===== config.mk =====
export PLATFORM = sky130hd
export DESIGN_NAME = gray_rx_monitor_flat
export DESIGN_NICKNAME = d
export VERILOG_FILES = /design/src/rtl/gray_rx_monitor_pkg.sv /design/src/rtl/gray_rx_monitor_if.sv /design/src/rtl/gray_rx_monitor_gray_to_bin.sv /design/src/rtl/gray_rx_monitor.sv /design/src/flat_wrapper.sv
export SDC_FILE = /design/constraint.sdc
export NUM_CORES = 1
export LEC_CHECK = 0
export CORE_MARGIN = 2
export CORE_UTILIZATION = 40
export CTS_BUF_LIST = sky130_fd_sc_hd__clkbuf_8
export DETAILED_ROUTE_END_ITERATION = 8
export GPL_ROUTABILITY_DRIVEN = 1
export SLEW_MARGIN = 0
export SYNTH_ARGS = -nofsm -noshare
export SYNTH_HDL_FRONTEND = slang
export SYNTH_SLANG_ARGS = --single-unit

===== constraint.sdc =====
create_clock -name clk -period 8.6 [get_ports clk]
set_clock_uncertainty 0.05 [all_clocks]
set_input_delay 1.72 -clock clk [delete_from_list [all_inputs] [get_ports clk]]
set_output_delay 1.72 -clock clk [all_outputs]
set_load 0.01 [all_outputs]

===== src/rtl/gray_rx_monitor_pkg.sv =====
// Shared types and helpers for the Gray counter receive monitor.
// gray2bin works on a wide word; zero-extended narrow codes decode correctly.
package gray_pkg;

  localparam int CBITS_DEF = 18;
  localparam int MAX_BITS  = 64;

  typedef enum logic [1:0] {
    IDLE  = 2'd0,
    TRACK = 2'd1,
    ERROR = 2'd2
  } state_e;

  function automatic logic [MAX_BITS-1:0] gray2bin(input logic [MAX_BITS-1:0] g);
    logic [MAX_BITS-1:0] b;
    b[MAX_BITS-1] = g[MAX_BITS-1];
    for (int i = MAX_BITS - 2; i >= 0; i--) begin
      b[i] = b[i+1] ^ g[i];
    end
    return b;
  endfunction

  // Legal step is a hold or a single increment, modulo 2^width.
  function automatic logic step_ok(input logic [MAX_BITS-1:0] prev,
                                   input logic [MAX_BITS-1:0] nxt,
                                   input int unsigned         width);
    logic [MAX_BITS-1:0] mask;
    logic [MAX_BITS-1:0] delta;
    mask  = (MAX_BITS'(1) << width) - MAX_BITS'(1);
    delta = (nxt - prev) & mask;
    return delta <= MAX_BITS'(1);
  endfunction

endpackage


===== src/rtl/gray_rx_monitor_if.sv =====
// Sample/status bundle between the Gray counter consumer and downstream logic.
// master drives samples and clear, slave is the monitor.
interface gray_rx_monitor_if
  import gray_pkg::*;
#(
  parameter int CBITS     = CBITS_DEF,
  parameter int WRAP_BITS = 8,
  parameter int ERR_BITS  = 4
);
  logic [CBITS-1:0]     gray_in;
  logic                 in_vld;
  logic                 clr_err;
  logic [CBITS-1:0]     bin_out;
  logic                 bin_vld;
  logic                 zero_seen;
  logic                 wrap;
  logic [WRAP_BITS-1:0] wrap_cnt;
  logic                 err;
  logic [ERR_BITS-1:0]  err_cnt;
  logic                 locked;

  modport master (
    output gray_in, in_vld, clr_err,
    input  bin_out, bin_vld, zero_seen, wrap, wrap_cnt, err, err_cnt, locked
  );

  modport slave (
    input  gray_in, in_vld, clr_err,
    output bin_out, bin_vld, zero_seen, wrap, wrap_cnt, err, err_cnt, locked
  );
endinterface


===== src/rtl/gray_rx_monitor_gray_to_bin.sv =====
// Combinational Gray-to-binary decoder, reusable by any consumer of the counter.
module gray_to_bin
  import gray_pkg::*;
#(
  parameter int CBITS = CBITS_DEF
) (
  input  logic [CBITS-1:0] gray_i,
  output logic [CBITS-1:0] bin_o
);

  logic [MAX_BITS-1:0] gray_ext;

  assign gray_ext = MAX_BITS'(gray_i);
  assign bin_o    = CBITS'(gray2bin(gray_ext));

endmodule


===== src/rtl/gray_rx_monitor.sv =====
// Two-stage monitor: S1 registers the sample, S2 decodes, checks the step and
// registers all status outputs.
//
// state | meaning
// IDLE  | no reference; next sample becomes the reference unchecked
// TRACK | locked; every step checked for hold or +1, wraps counted
// ERROR | illegal step seen; samples still decoded, no checking until clr_err
module gray_rx_monitor
  import gray_pkg::*;
#(
  parameter int CBITS     = CBITS_DEF,
  parameter int WRAP_BITS = 8,
  parameter int ERR_BITS  = 4
) (
  input  logic             clk,
  input  logic             rst,
  gray_rx_monitor_if.slave bus
);

  logic [CBITS-1:0]     s1_gray_q;
  logic                 s1_vld_q;

  state_e               state_q,    state_d;
  logic [CBITS-1:0]     ref_q,      ref_d;
  logic [CBITS-1:0]     bin_out_q,  bin_out_d;
  logic                 bin_vld_q,  bin_vld_d;
  logic                 zero_q,     zero_d;
  logic                 wrap_q,     wrap_d;
  logic [WRAP_BITS-1:0] wrap_cnt_q, wrap_cnt_d;
  logic                 err_q,      err_d;
  logic [ERR_BITS-1:0]  err_cnt_q,  err_cnt_d;

  logic [CBITS-1:0]     bin_new;
  logic                 legal;
  logic                 step_one;
  logic                 bin_zero;
  logic                 is_wrap;

  gray_to_bin #(.CBITS(CBITS)) u_dec (
    .gray_i (s1_gray_q),
    .bin_o  (bin_new)
  );

  assign bin_zero = (bin_new == '0);
  assign step_one = ((bin_new - ref_q) == CBITS'(1));
  assign legal    = step_ok(MAX_BITS'(ref_q), MAX_BITS'(bin_new), CBITS);
  assign is_wrap  = (&ref_q) && bin_zero;

  always_comb begin
    state_d    = state_q;
    ref_d      = ref_q;
    bin_out_d  = bin_out_q;
    bin_vld_d  = 1'b0;
    zero_d     = 1'b0;
    wrap_d     = 1'b0;
    wrap_cnt_d = wrap_cnt_q;
    err_d      = err_q;
    err_cnt_d  = err_cnt_q;

    if (s1_vld_q) begin
      bin_vld_d = 1'b1;
      bin_out_d = bin_new;
      ref_d     = bin_new;
    end

    // A clear overrides any check on the sample leaving S2 this cycle.
    if (bus.clr_err) begin
      state_d    = IDLE;
      err_d      = 1'b0;
      wrap_cnt_d = '0;
      zero_d     = s1_vld_q && bin_zero;
    end else if (s1_vld_q) begin
      unique case (state_q)
        IDLE: begin
          zero_d  = bin_zero;
          state_d = TRACK;
        end
        TRACK: begin
          if (legal) begin
            zero_d = bin_zero && step_one;
            wrap_d = is_wrap;
            if (is_wrap) wrap_cnt_d = wrap_cnt_q + WRAP_BITS'(1);
          end else begin
            err_d   = 1'b1;
            state_d = ERROR;
            if (!(&err_cnt_q)) err_cnt_d = err_cnt_q + ERR_BITS'(1);
          end
        end
        ERROR: begin
          zero_d = bin_zero;
        end
        default: begin
          state_d = IDLE;
        end
      endcase
    end
  end

  always_ff @(posedge clk) begin
    if (rst) begin
      s1_gray_q  <= '0;
      s1_vld_q   <= 1'b0;
      state_q    <= IDLE;
      ref_q      <= '0;
      bin_out_q  <= '0;
      bin_vld_q  <= 1'b0;
      zero_q     <= 1'b0;
      wrap_q     <= 1'b0;
      wrap_cnt_q <= '0;
      err_q      <= 1'b0;
      err_cnt_q  <= '0;
    end else begin
      s1_gray_q  <= bus.gray_in;
      s1_vld_q   <= bus.in_vld;
      state_q    <= state_d;
      ref_q      <= ref_d;
      bin_out_q  <= bin_out_d;
      bin_vld_q  <= bin_vld_d;
      zero_q     <= zero_d;
      wrap_q     <= wrap_d;
      wrap_cnt_q <= wrap_cnt_d;
      err_q      <= err_d;
      err_cnt_q  <= err_cnt_d;
    end
  end

  assign bus.bin_out   = bin_out_q;
  assign bus.bin_vld   = bin_vld_q;
  assign bus.zero_seen = zero_q;
  assign bus.wrap      = wrap_q;
  assign bus.wrap_cnt  = wrap_cnt_q;
  assign bus.err       = err_q;
  assign bus.err_cnt   = err_cnt_q;
  assign bus.locked    = (state_q == TRACK);

endmodule


===== src/flat_wrapper.sv =====
// flat-port wrapper written by rule: the top's interface ports become plain ports
module gray_rx_monitor_flat import gray_pkg::*;
#(
  parameter int CBITS     = CBITS_DEF,
  parameter int WRAP_BITS = 8,
  parameter int ERR_BITS  = 4
)
  (clk, rst, bus_gray_in, bus_in_vld, bus_clr_err, bus_bin_out, bus_bin_vld, bus_zero_seen, bus_wrap, bus_wrap_cnt, bus_err, bus_err_cnt, bus_locked);
  gray_rx_monitor_if #(.CBITS(CBITS), .WRAP_BITS(WRAP_BITS), .ERR_BITS(ERR_BITS)) bus_i ();
  input  logic clk;
  input  logic rst;
  input wire logic [$bits(bus_i.gray_in)-1:0] bus_gray_in;
  input wire logic [$bits(bus_i.in_vld)-1:0] bus_in_vld;
  input wire logic [$bits(bus_i.clr_err)-1:0] bus_clr_err;
  output wire logic [$bits(bus_i.bin_out)-1:0] bus_bin_out;
  output wire logic [$bits(bus_i.bin_vld)-1:0] bus_bin_vld;
  output wire logic [$bits(bus_i.zero_seen)-1:0] bus_zero_seen;
  output wire logic [$bits(bus_i.wrap)-1:0] bus_wrap;
  output wire logic [$bits(bus_i.wrap_cnt)-1:0] bus_wrap_cnt;
  output wire logic [$bits(bus_i.err)-1:0] bus_err;
  output wire logic [$bits(bus_i.err_cnt)-1:0] bus_err_cnt;
  output wire logic [$bits(bus_i.locked)-1:0] bus_locked;
  assign bus_i.gray_in = bus_gray_in;
  assign bus_i.in_vld = bus_in_vld;
  assign bus_i.clr_err = bus_clr_err;
  assign bus_bin_out = bus_i.bin_out;
  assign bus_bin_vld = bus_i.bin_vld;
  assign bus_zero_seen = bus_i.zero_seen;
  assign bus_wrap = bus_i.wrap;
  assign bus_wrap_cnt = bus_i.wrap_cnt;
  assign bus_err = bus_i.err;
  assign bus_err_cnt = bus_i.err_cnt;
  assign bus_locked = bus_i.locked;
  gray_rx_monitor #(.CBITS(CBITS), .WRAP_BITS(WRAP_BITS), .ERR_BITS(ERR_BITS)) u_core (.clk(clk), .rst(rst), .bus(bus_i));
endmodule

# Yosys cells after proc, flatten, opt, wreduce, memory -nomap -nowiden

Cells that the tools add are included.

Add/sub/neg operators: 4
$lt $le $gt $ge: 1
Equal/unequal tests: 4
Multiplexer cells: 7
Bitwise gates (word level): 23
Reductions and logical operators: 14

Operator list:

| kind                  | number |
|---|---|
| $sub A18 B18 Y18      | 2 |
| $eq A18 B1 Y1 const B | 1 |
| $le A18 B1 Y1 const B | 1 |
| $logic_not A18 Y1     | 1 |
| $reduce_and A18 Y1    | 1 |
| $xor A1 B1 Y1         | 17 |
| $add A8 B1 Y8 const B | 1 |
| $reduce_and A4 Y1     | 2 |
| $not A1 Y1            | 6 |
| $pmux W2 S3           | 1 |
| $reduce_and A3 Y1     | 2 |
| $reduce_and A5 Y1     | 1 |
| $reduce_or A5 Y1      | 1 |
| $add A4 B1 Y4 const B | 1 |
| $mux W1               | 4 |
| $reduce_or A2 Y1      | 2 |
| $logic_and A1 B1 Y1   | 3 |
| $eq A2 B1 Y1 const B  | 1 |
| $eq A2 B2 Y1 const B  | 1 |
| $logic_not A2 Y1      | 1 |
| $mux W2               | 1 |
| $ne A2 B2 Y1 const B  | 1 |
| $pmux W1 S2           | 1 |

Register bits: 55
Bits of input ports: 22
Logic and storage cells: 63

# Depth between registers and ports, before layout

Gate-level depths: netlist of the first run.

Word-level depth: 24
Depth in mapped cells: 32
Mapped depth without buffers: 31

# Modules after synthesis

A second synthesis of the first run with hierarchy kept.

Cells, all modules: 424
Area total of the unflattened synthesis: 3671.0 um^2

By module, submodules not included:

| module          | instances | cells an instance | area each (um^2) | seq. area each (um^2) |
|---|---|---|---|---|
| gray_rx_monitor | 1         | 391               | 3340.7           | 1101.1 |
| gray_to_bin     | 1         | 33                | 330.3            | 0.0 |

# Worst setup path before layout of the first run

Ideal clock, no wire load.

Kind: reg-to-reg
Start point: register u_core.s1_gray_q[17]
End point: register u_core.err_cnt_q[2] (netlist: u_core.bus.err_cnt[2])
Arrival time: 7636 ps
Slack: 793 ps
Stages on the path, launching flop included: 32
Period minus slack after synthesis: 7807 ps
Path through: dfxtp_1 -> inv_1 -> ha_1 -> xnor2_1 -> ha_1 -> xnor2_1 -> ha_1 -> xnor2_1 -> ha_1 -> xnor2_1 -> ha_1 -> xnor2_1 -> ha_1 -> xnor2_1 -> ha_1 -> xnor2_1 -> ha_1 -> xnor2_1 -> ha_1 -> inv_1 -> ha_1 -> inv_1 -> fa_1 -> a21oi_1 -> o211ai_1 -> a41oi_1 -> a21oi_1 -> mux2_2 -> nor4bb_1 -> nand4b_2 -> and4_4 -> mux2_4

Longest elaborated chain between the ends: 21

RTL lines:

| item                         | RTL line                  | source |
|---|---|---|
| from (decl)                  | gray_rx_monitor.sv:20     | `logic [CBITS-1:0] s1_gray_q;` |
| from (signal assigned)       | gray_rx_monitor.sv:113    | `s1_gray_q <= bus.gray_in;` |
| $xor A1 B1 Y1                | gray_rx_monitor_pkg.sv:18 | `b[i] = b[i+1] ^ g[i];` |
| named net u_core.bin_new[16] | gray_rx_monitor.sv:33     | `logic [CBITS-1:0] bin_new;` |
| $xor A1 B1 Y1 (2 in a row)   | gray_rx_monitor_pkg.sv:18 |  |
| named net u_core.bin_new[14] | gray_rx_monitor.sv:33     |  |
| $xor A1 B1 Y1 (2 in a row)   | gray_rx_monitor_pkg.sv:18 |  |
| named net u_core.bin_new[12] | gray_rx_monitor.sv:33     |  |
| $xor A1 B1 Y1 (2 in a row)   | gray_rx_monitor_pkg.sv:18 |  |
| named net u_core.bin_new[10] | gray_rx_monitor.sv:33     |  |
| (+2 left out)                | --                        |  |
| named net u_core.bin_new[8]  | gray_rx_monitor.sv:33     |  |
| (+2 left out)                | --                        |  |
| named net u_core.bin_new[6]  | gray_rx_monitor.sv:33     |  |
| (+2 left out)                | --                        |  |
| named net u_core.bin_new[4]  | gray_rx_monitor.sv:33     |  |
| $xor A1 B1 Y1 (2 in a row)   | gray_rx_monitor_pkg.sv:18 |  |
| named net u_core.bin_new[2]  | gray_rx_monitor.sv:33     |  |
| $xor A1 B1 Y1 (2 in a row)   | gray_rx_monitor_pkg.sv:18 |  |
| named net u_core.bin_new[0]  | gray_rx_monitor.sv:33     |  |
| $sub A18 B18 Y18             | gray_rx_monitor_pkg.sv:30 | `delta = (nxt - prev) & mask;` |
| $le A18 B1 Y1                | gray_rx_monitor_pkg.sv:31 | `return delta <= MAX_BITS'(1);` |
| $not A1 Y1 (no line)         | --                        |  |
| $reduce_and A5 Y1 (no line)  | --                        |  |
| to (signal assigned)         | gray_rx_monitor.sv:123    | `err_cnt_q <= err_cnt_d;` |
| to (decl)                    | gray_rx_monitor.sv:31     | `logic [ERR_BITS-1:0] err_cnt_q, err_cnt_d;` |

The timed path passes the listed nets, and every way through them passes these cells.
A chain may end at the register's enable or synchronous reset.

# Final worst setup path of the first run

Ends and elaborated chain as after synthesis.

==> results.py, run 1 <==
metrics = {
    "power": {
        "power_density_mw_per_mm2": 280.0,
        "max-vdd-ir-drop_uv": 104.8,
        "cellLeakagePower_uw": 0.001681,
    },
    "global_routing": {
        "use_met2_pct": 29.47,
        "met1_usage_pct": 25.83,
        "grt_start_max_net_pins": 49,
        "grt_use_total_pct": 18.29,
        "antenna_found_initial": 0,
        "grt_pass1_wl_um": 14800,
        "grt_overflow": 0,
        "grt_pass1_vias": 3047,
        "met3_usage_pct": 2.811,
        "gr-max-usage-layer": "met2",
    },
    "timing": {
        "slew_headroom_pct": 42.95,
        "final-setup-viol-count": 0,
        "maxSlewViolCount": 0,
        "fin_tns_setup_ns": 0,
        "hold_viol": 0,
        "whs_ns": 0.4364,
        "max_freq_mhz": 121.7,
        "rsz0062_at_grt": "no",
        "tightest_slew_ns": 0.8341,
        "fin_crit_ns": 8.216,
        "fin_crit_sh_pct": 95.53,
    },
    "logic_synthesis": {
        "synth_flop_cell": "dfxtp_1",
        "synthXorXnorAreaFrac_pct": 3.347,
        "async_reset_ff_share_pct": 0,
        "synth_edf_count": 0,
        "synth.net_count": 483,
        "yosys.area_share.simple_pct": 24.18,
        "synthesis.area_mm2": 0.003664,
        "yosys.area_share.adder_pct": 10.11,
        "yosysSeqAreaShare_pct": 30.05,
        "ys_seq_elements": 55,
        "ys_warn_count": 0,
        "avgSynthCellArea_um2": 8.480,
        "synth_top_family_by_area": "simple AND/OR/NAND/NOR gates",
        "muxShareOfSynthArea_pct": 4.816,
        "syn-instance-count": 432,
        "synth.distinct_cells": 71,
        "synth_compound_area_share_pct": 19.64,
    },
    "layout": {
        "final_cell_mix": "56 x clkdlybuf4s50_1, 55 x dfxtp_1, 43 x inv_1",
        "nets": 534,
        "antenna_cells": 0,
        "final_cell_area_mm2": 0.004469,
        "area_growth_syn_to_layout_pct": 21.99,
        "postLayoutCoreUtil_pct": 50.75,
        "drive_gt1_share_pct": 9.524,
        "layout_commonest_cell": "clkdlybuf4s50_1",
        "final_cell_count_no_fill": 591,
    },
    "floorplanning": {
        "row_count": 34,
        "fp.coreArea_mm2": 0.008806,
        "dieArea_mm2": 0.009940,
        "dieWidth_um": 99.70,
        "io_pins": 57,
        "die_h_um": 99.70,
        "initial_core_util_pct": 41.60,
    },
    "worst_setup_path": {
        "critPathKind": "flip-flop to flip-flop",
        "startpoint_type": "flip-flop",
        "critPathSlowestCell": "fa_2",
        "r2r_start": "u_core.s1_gray_q[17]",
        "cp.arrival_ns": 8.36,
        "critPathMaxStageDelay_ns": 0.39,
        "crit_fanout": 6,
        "cp_common_cell": "ha_1",
        "rr_worst_depth": 31,
        "r2r_slack_ns": 0.38,
        "end_kind": "flip-flop",
        "worstPathRequired_ns": 8.75,
        "rr_endpoint": "u_core.bus.err_cnt[2]",
    },
    "min_path": {
        "min_to": "u_core.bus.err",
        "holdCritPathClass": "flip-flop to flip-flop",
        "holdPathStages": 2,
        "min_from": "u_core.bus.err",
    },
    "route": {
        "drc": 0,
        "post_drt_wl_per_cell_um": 15.53,
        "route.final.wire_length_um": 9176,
        "drt-initial-drc-count": 228,
        "vias_per_cell": 5.450,
        "ant_nets": 0,
        "drt-pass1-iter-count": 5,
        "vias": 3221,
    },
    "clock_network": {
        "htreeDepth": 2,
        "cts_buffer_depth": 2,
        "clock_latency_ns": 0.31,
        "clk_pin_slew_worst_paths_ns": 0.09,
        "cts_tree": "built",
        "cts_sinks": 55,
        "cts_buffers": 5,
        "ctsRootBufferMaster": "clkbuf_8",
    },
    "place": {
        "placedInstanceArea_mm2": 0.004248,
        "dp_cells": 579,
        "place_hpwl_um": 6946,
        "port_buffers": 56,
        "place_congestion": 0.8726,
    },
    "job": {
        "drv_cap": 0,
    },
    "run_status": {
        "status": "completed",
    },
}
## registers in the layout (all words and copies together), names as in the netlist
signal                count
u_core.bus.wrap_cnt       8
u_core.s1_vld_q           1
u_core.bus.bin_vld        1
u_core.bus.err            1
u_core.bus.err_cnt        4
u_core.bus.wrap           1
u_core.bus.zero_seen      1
u_core.s1_gray_q         18
u_core.ref_q             18
u_core.state_q            2
## worst max-delay path, delay by kind of cell, from the launching register on
kind | cells | cell delay [ns]
flops | 1 | 0.38
xor+xnor | 8 | 1.84
simple gates | 5 | 1.23
mux | 1 | 0.28
compound gates | 3 | 0.72
fa+ha+maj | 11 | 3.42
buf+inv | 3 | 0.18
## worst max path at each step
stage / startpoint / endpoint / slack, ns / cells past startpoint
after detailed placement: u_core.s1_gray_q[17] / u_core.bus.err_cnt[2] / -0.30 / 31
after global routing: u_core.s1_gray_q[17] / u_core.bus.err_cnt[2] / 0.02 / 31
after global placement: u_core.s1_gray_q[17] / u_core.bus.err_cnt[2] / 0.26 / 31
after floorplan: u_core.s1_gray_q[17] / u_core.bus.err_cnt[2] / 0.79 / 31
final: u_core.s1_gray_q[17] / u_core.bus.err_cnt[2] / 0.38 / 31
after CTS: u_core.s1_gray_q[17] / u_core.bus.err_cnt[2] / 0.03 / 31
## cell type report
type	count	area (um^2)
fill	844	4337
multi-input combinational	315	2371
timing repair buffer	63	613.1
clock buffer	6	82.58
tap	108	135.1
sequential	55	1101
clock inverter	1	5.005
inverter	43	161.4
## synthesized netlist by cell type (5+ instances only)
cell type	number	area [um^2]
nor2b_1	29	181.4
buf_6	6	67.56
nand3_1	8	40.04
xnor2_1	12	105.1
ha_1	28	350.3
o21ai_0	14	70.07
inv_1	43	161.4
nand2_1	25	93.84
a211oi_1	11	82.58
a21oi_1	25	125.1
nor3_1	6	30.03
or4_1	7	52.55
dfxtp_1	55	1101
o31ai_1	9	67.56
o211ai_1	6	45.04
nor2_1	38	142.6
mux2i_1	12	120.1
o2111ai_1	5	43.79
nand4_1	9	56.30
clkbuf_1	8	30.03
## logic make-up after synthesis
logic type | after synthesis
AOI/OAI and AO/OA | 101
xor gates and xnor gates | 14
adders and majority gates | 29
buffers and inverters | 62
DFF | 55
muxes | 16
and+or+nand+nor | 155
## layer usage
layer	up-vias	wire length [um]
met5	-	0
met1	1500	4650
met4	0	93
met3	10	257
met2	65	4174
li1	1646	-
## repair_timing
item                       4_1_cts  5_1_grt
hold buffers                     0        0
gates resized for setup          4       10
setup endpoints to repair       15       17
pin swaps                        2        3
setup buffers                    4        1
## metrics by stage
step	power, uW	worst slack, ns
final	1251	0.3844
after detailed placement	1055	-0.3024
after floorplan	887.5	0.7931
after global placement	1049	0.2586
after global routing	1345	0.01545
after CTS	1215	0.03172
## power by group
group | internal, uW | switching [uW] | total [uW] | leakage, uW
Sequential | 270 | 14.8 | 285 | 0.000451
Clock | 63.5 | 82.8 | 146 | 0.0000470
Combinational | 337 | 483 | 820 | 0.00118
Note: power is estimated with default switching activity, not from simulation.
==> run 2, diff against run 1 <==
--- a/config.mk
+++ b/config.mk
@@ -6,10 +6,11 @@
 export NUM_CORES = 1
 export LEC_CHECK = 0
 export CORE_MARGIN = 2
-export CORE_UTILIZATION = 40
+export CORE_UTILIZATION = 50
 export CTS_BUF_LIST = sky130_fd_sc_hd__clkbuf_8
 export DETAILED_ROUTE_END_ITERATION = 8
 export GPL_ROUTABILITY_DRIVEN = 1
+export PLACE_DENSITY = 0.75
 export SLEW_MARGIN = 0
 export SYNTH_ARGS = -nofsm -noshare
 export SYNTH_HDL_FRONTEND = slang
==> run 2 against run 1 <==
Effect of this change: clock power about the same; combinational power increased by 2%; global-route usage increased by 3.1 points; routed wire length decreased by 1.6%; utilization increased by 12 points.
==> results.py, run 2 (synthesis results as in run 1) <==
metrics = {
    "run_status": {
        "status": "completed",
    },
    "power": {
        "cellLeakagePower_uw": 0.001688,
        "max-vdd-ir-drop_uv": 148.6,
        "power_density_mw_per_mm2": 284.2,
    },
    "timing": {
        "fin_crit_ns": 8.217,
        "slew_headroom_pct": 61.99,
        "fin_crit_sh_pct": 95.55,
        "whs_ns": 0.4441,
        "max_freq_mhz": 121.7,
        "hold_viol": 0,
        "maxSlewViolCount": 0,
        "final-setup-viol-count": 0,
        "tightest_slew_ns": 0.5641,
        "fin_ws_ns": 0.3829,
    },
    "clock_network": {
        "cts_tree": "built",
        "clock_latency_ns": 0.31,
        "cts_buffers": 5,
        "htreeDepth": 2,
        "clk_pin_slew_worst_paths_ns": 0.11,
        "cts_sinks": 55,
        "cts_buffer_depth": 2,
        "ctsRootBufferMaster": "clkbuf_8",
    },
    "layout": {
        "final_cell_count_no_fill": 584,
        "area_growth_syn_to_layout_pct": 22.10,
        "final_cell_mix": "56 x clkdlybuf4s50_1, 55 x dfxtp_1, 43 x inv_1",
        "final_cell_area_mm2": 0.004473,
        "antenna_cells": 0,
        "layout_commonest_cell": "clkdlybuf4s50_1",
        "nets": 535,
        "drive_gt1_share_pct": 9.691,
    },
    "worst_setup_path": {
        "cp.arrival_ns": 8.38,
        "critPathKind": "flip-flop to flip-flop",
        "r2r_start": "u_core.s1_gray_q[17]",
        "rr_worst_depth": 31,
        "crit_fanout": 7,
        "cp_common_cell": "ha_1",
        "worstPathRequired_ns": 8.76,
        "end_kind": "flip-flop",
        "critPathSlowestCell": "fa_1",
        "startpoint_type": "flip-flop",
        "critPathMaxStageDelay_ns": 0.43,
        "rr_endpoint": "u_core.bus.err_cnt[2]",
        "r2r_slack_ns": 0.38,
    },
    "route": {
        "route.final.wire_length_um": 9027,
        "drt-initial-drc-count": 141,
        "vias_per_cell": 5.666,
        "vias": 3309,
        "drc": 0,
        "ant_nets": 0,
        "drt-pass1-iter-count": 5,
        "post_drt_wl_per_cell_um": 15.46,
    },
    "min_path": {
        "min_from": "u_core.bus.wrap_cnt[7]",
        "min_to": "u_core.bus.wrap_cnt[7]",
        "holdCritPathClass": "flip-flop to flip-flop",
        "holdPathStages": 2,
    },
    "global_routing": {
        "grt_use_total_pct": 21.37,
        "grt_overflow": 0,
        "grt_pass1_wl_um": 13610,
        "grt_start_max_net_pins": 49,
        "grt_pass1_vias": 2904,
        "antenna_found_initial": 0,
    },
    "floorplanning": {
        "dieWidth_um": 89.60,
        "row_count": 31,
        "initial_core_util_pct": 51.05,
        "die_h_um": 89.60,
        "dieArea_mm2": 0.008028,
        "fp.coreArea_mm2": 0.007176,
        "io_pins": 57,
    },
    "place": {
        "dp_cells": 571,
        "place_congestion": 0.8881,
        "port_buffers": 56,
        "placedInstanceArea_mm2": 0.004244,
        "pre_cts_ws_ns": -0.2306,
        "place_hpwl_um": 6627,
    },
    "job": {
        "drv_cap": 0,
    },
}
-- run 2: cell types whose count changed in the layout (fill, tap and decap cells not counted), sizes merged --
cell	previous run	this run
clkbuf	6	5
clkinv	1	2
nand3	9	10
inv	43	44
-- run 2: worst max-delay path: cells and delay by family, from the launching register on --
kind | cells | cell delay, ns
adders and majority gates | 11 | 3.52
xor gates and xnor gates | 8 | 1.77
and+or+nand+nor | 3 | 0.87
AOI/OAI and AO/OA | 4 | 0.73
muxes | 2 | 0.56
DFF | 1 | 0.40
buffers and inverters | 3 | 0.20
-- run 2: through the flow --
step | setup TNS [ns] | total power, uW | utilization (%)
after global routing | -0.9039 | 1363 | 62.34
after CTS | 0 | 1210 | 60.99
after detailed placement | -1.961 | 1051 | 59.15
after global placement | 0 | 1050 | 59.15
after floorplan | 0 | 887.5 | -
final | 0 | 1271 | 62.34
-- run 2: worst max path at each step --
| stage | depth (start not counted) | startpoint | to |
|---|---|---|---|
| floorplan | 31 | u_core.s1_gray_q[17] | u_core.bus.err_cnt[2] |
| global placement | 31 | u_core.s1_gray_q[17] | u_core.bus.wrap_cnt[4] |
| detailed placement | 31 | u_core.s1_gray_q[17] | u_core.bus.err_cnt[2] |
| CTS | 31 | u_core.s1_gray_q[17] | u_core.bus.err_cnt[2] |
| global route | 32 | u_core.s1_gray_q[17] | u_core.bus.wrap_cnt[0] |
| finish | 31 | u_core.s1_gray_q[17] | u_core.bus.err_cnt[2] |
-- run 2: area by class of cell --
type                    count  area (um^2)
multi-input cells         316         2382
flip-flops and latches     55         1101
fillers                   637         2703
clock inverters             3        22.52
repair buffers             63        613.1
clock buffers               5        68.82
inverters                  43        161.4
well taps                  99        123.9
-- run 2: routing by layer --
layer / vias up / GRT usage [%] / share of wire [%]
met5: - / 0 / 0
met4: 0 / 4.342 / 1.7
met3: 11 / 2.559 / 3.4
met2: 79 / 33.82 / 46
met1: 1561 / 31.38 / 48
li1: 1658 / - / -
-- run 2: where the power goes --
group          total [uW]  internal, uW  switching (uW)
combinational         838           346             492
sequential            284           270            14.4
clock                 149          58.6            90.1
total                1270           675             597
-- run 2: what timing repair did --
action | in CTS | in global routing
gates resized for setup | 3 | 12
hold buffers | 0 | 0
pin swaps | 2 | 5
cloned | 0 | 1
hold endpoints to repair | 0 | 0
setup buffers | 3 | 1
endpoints found under the setup margin | 14 | 17
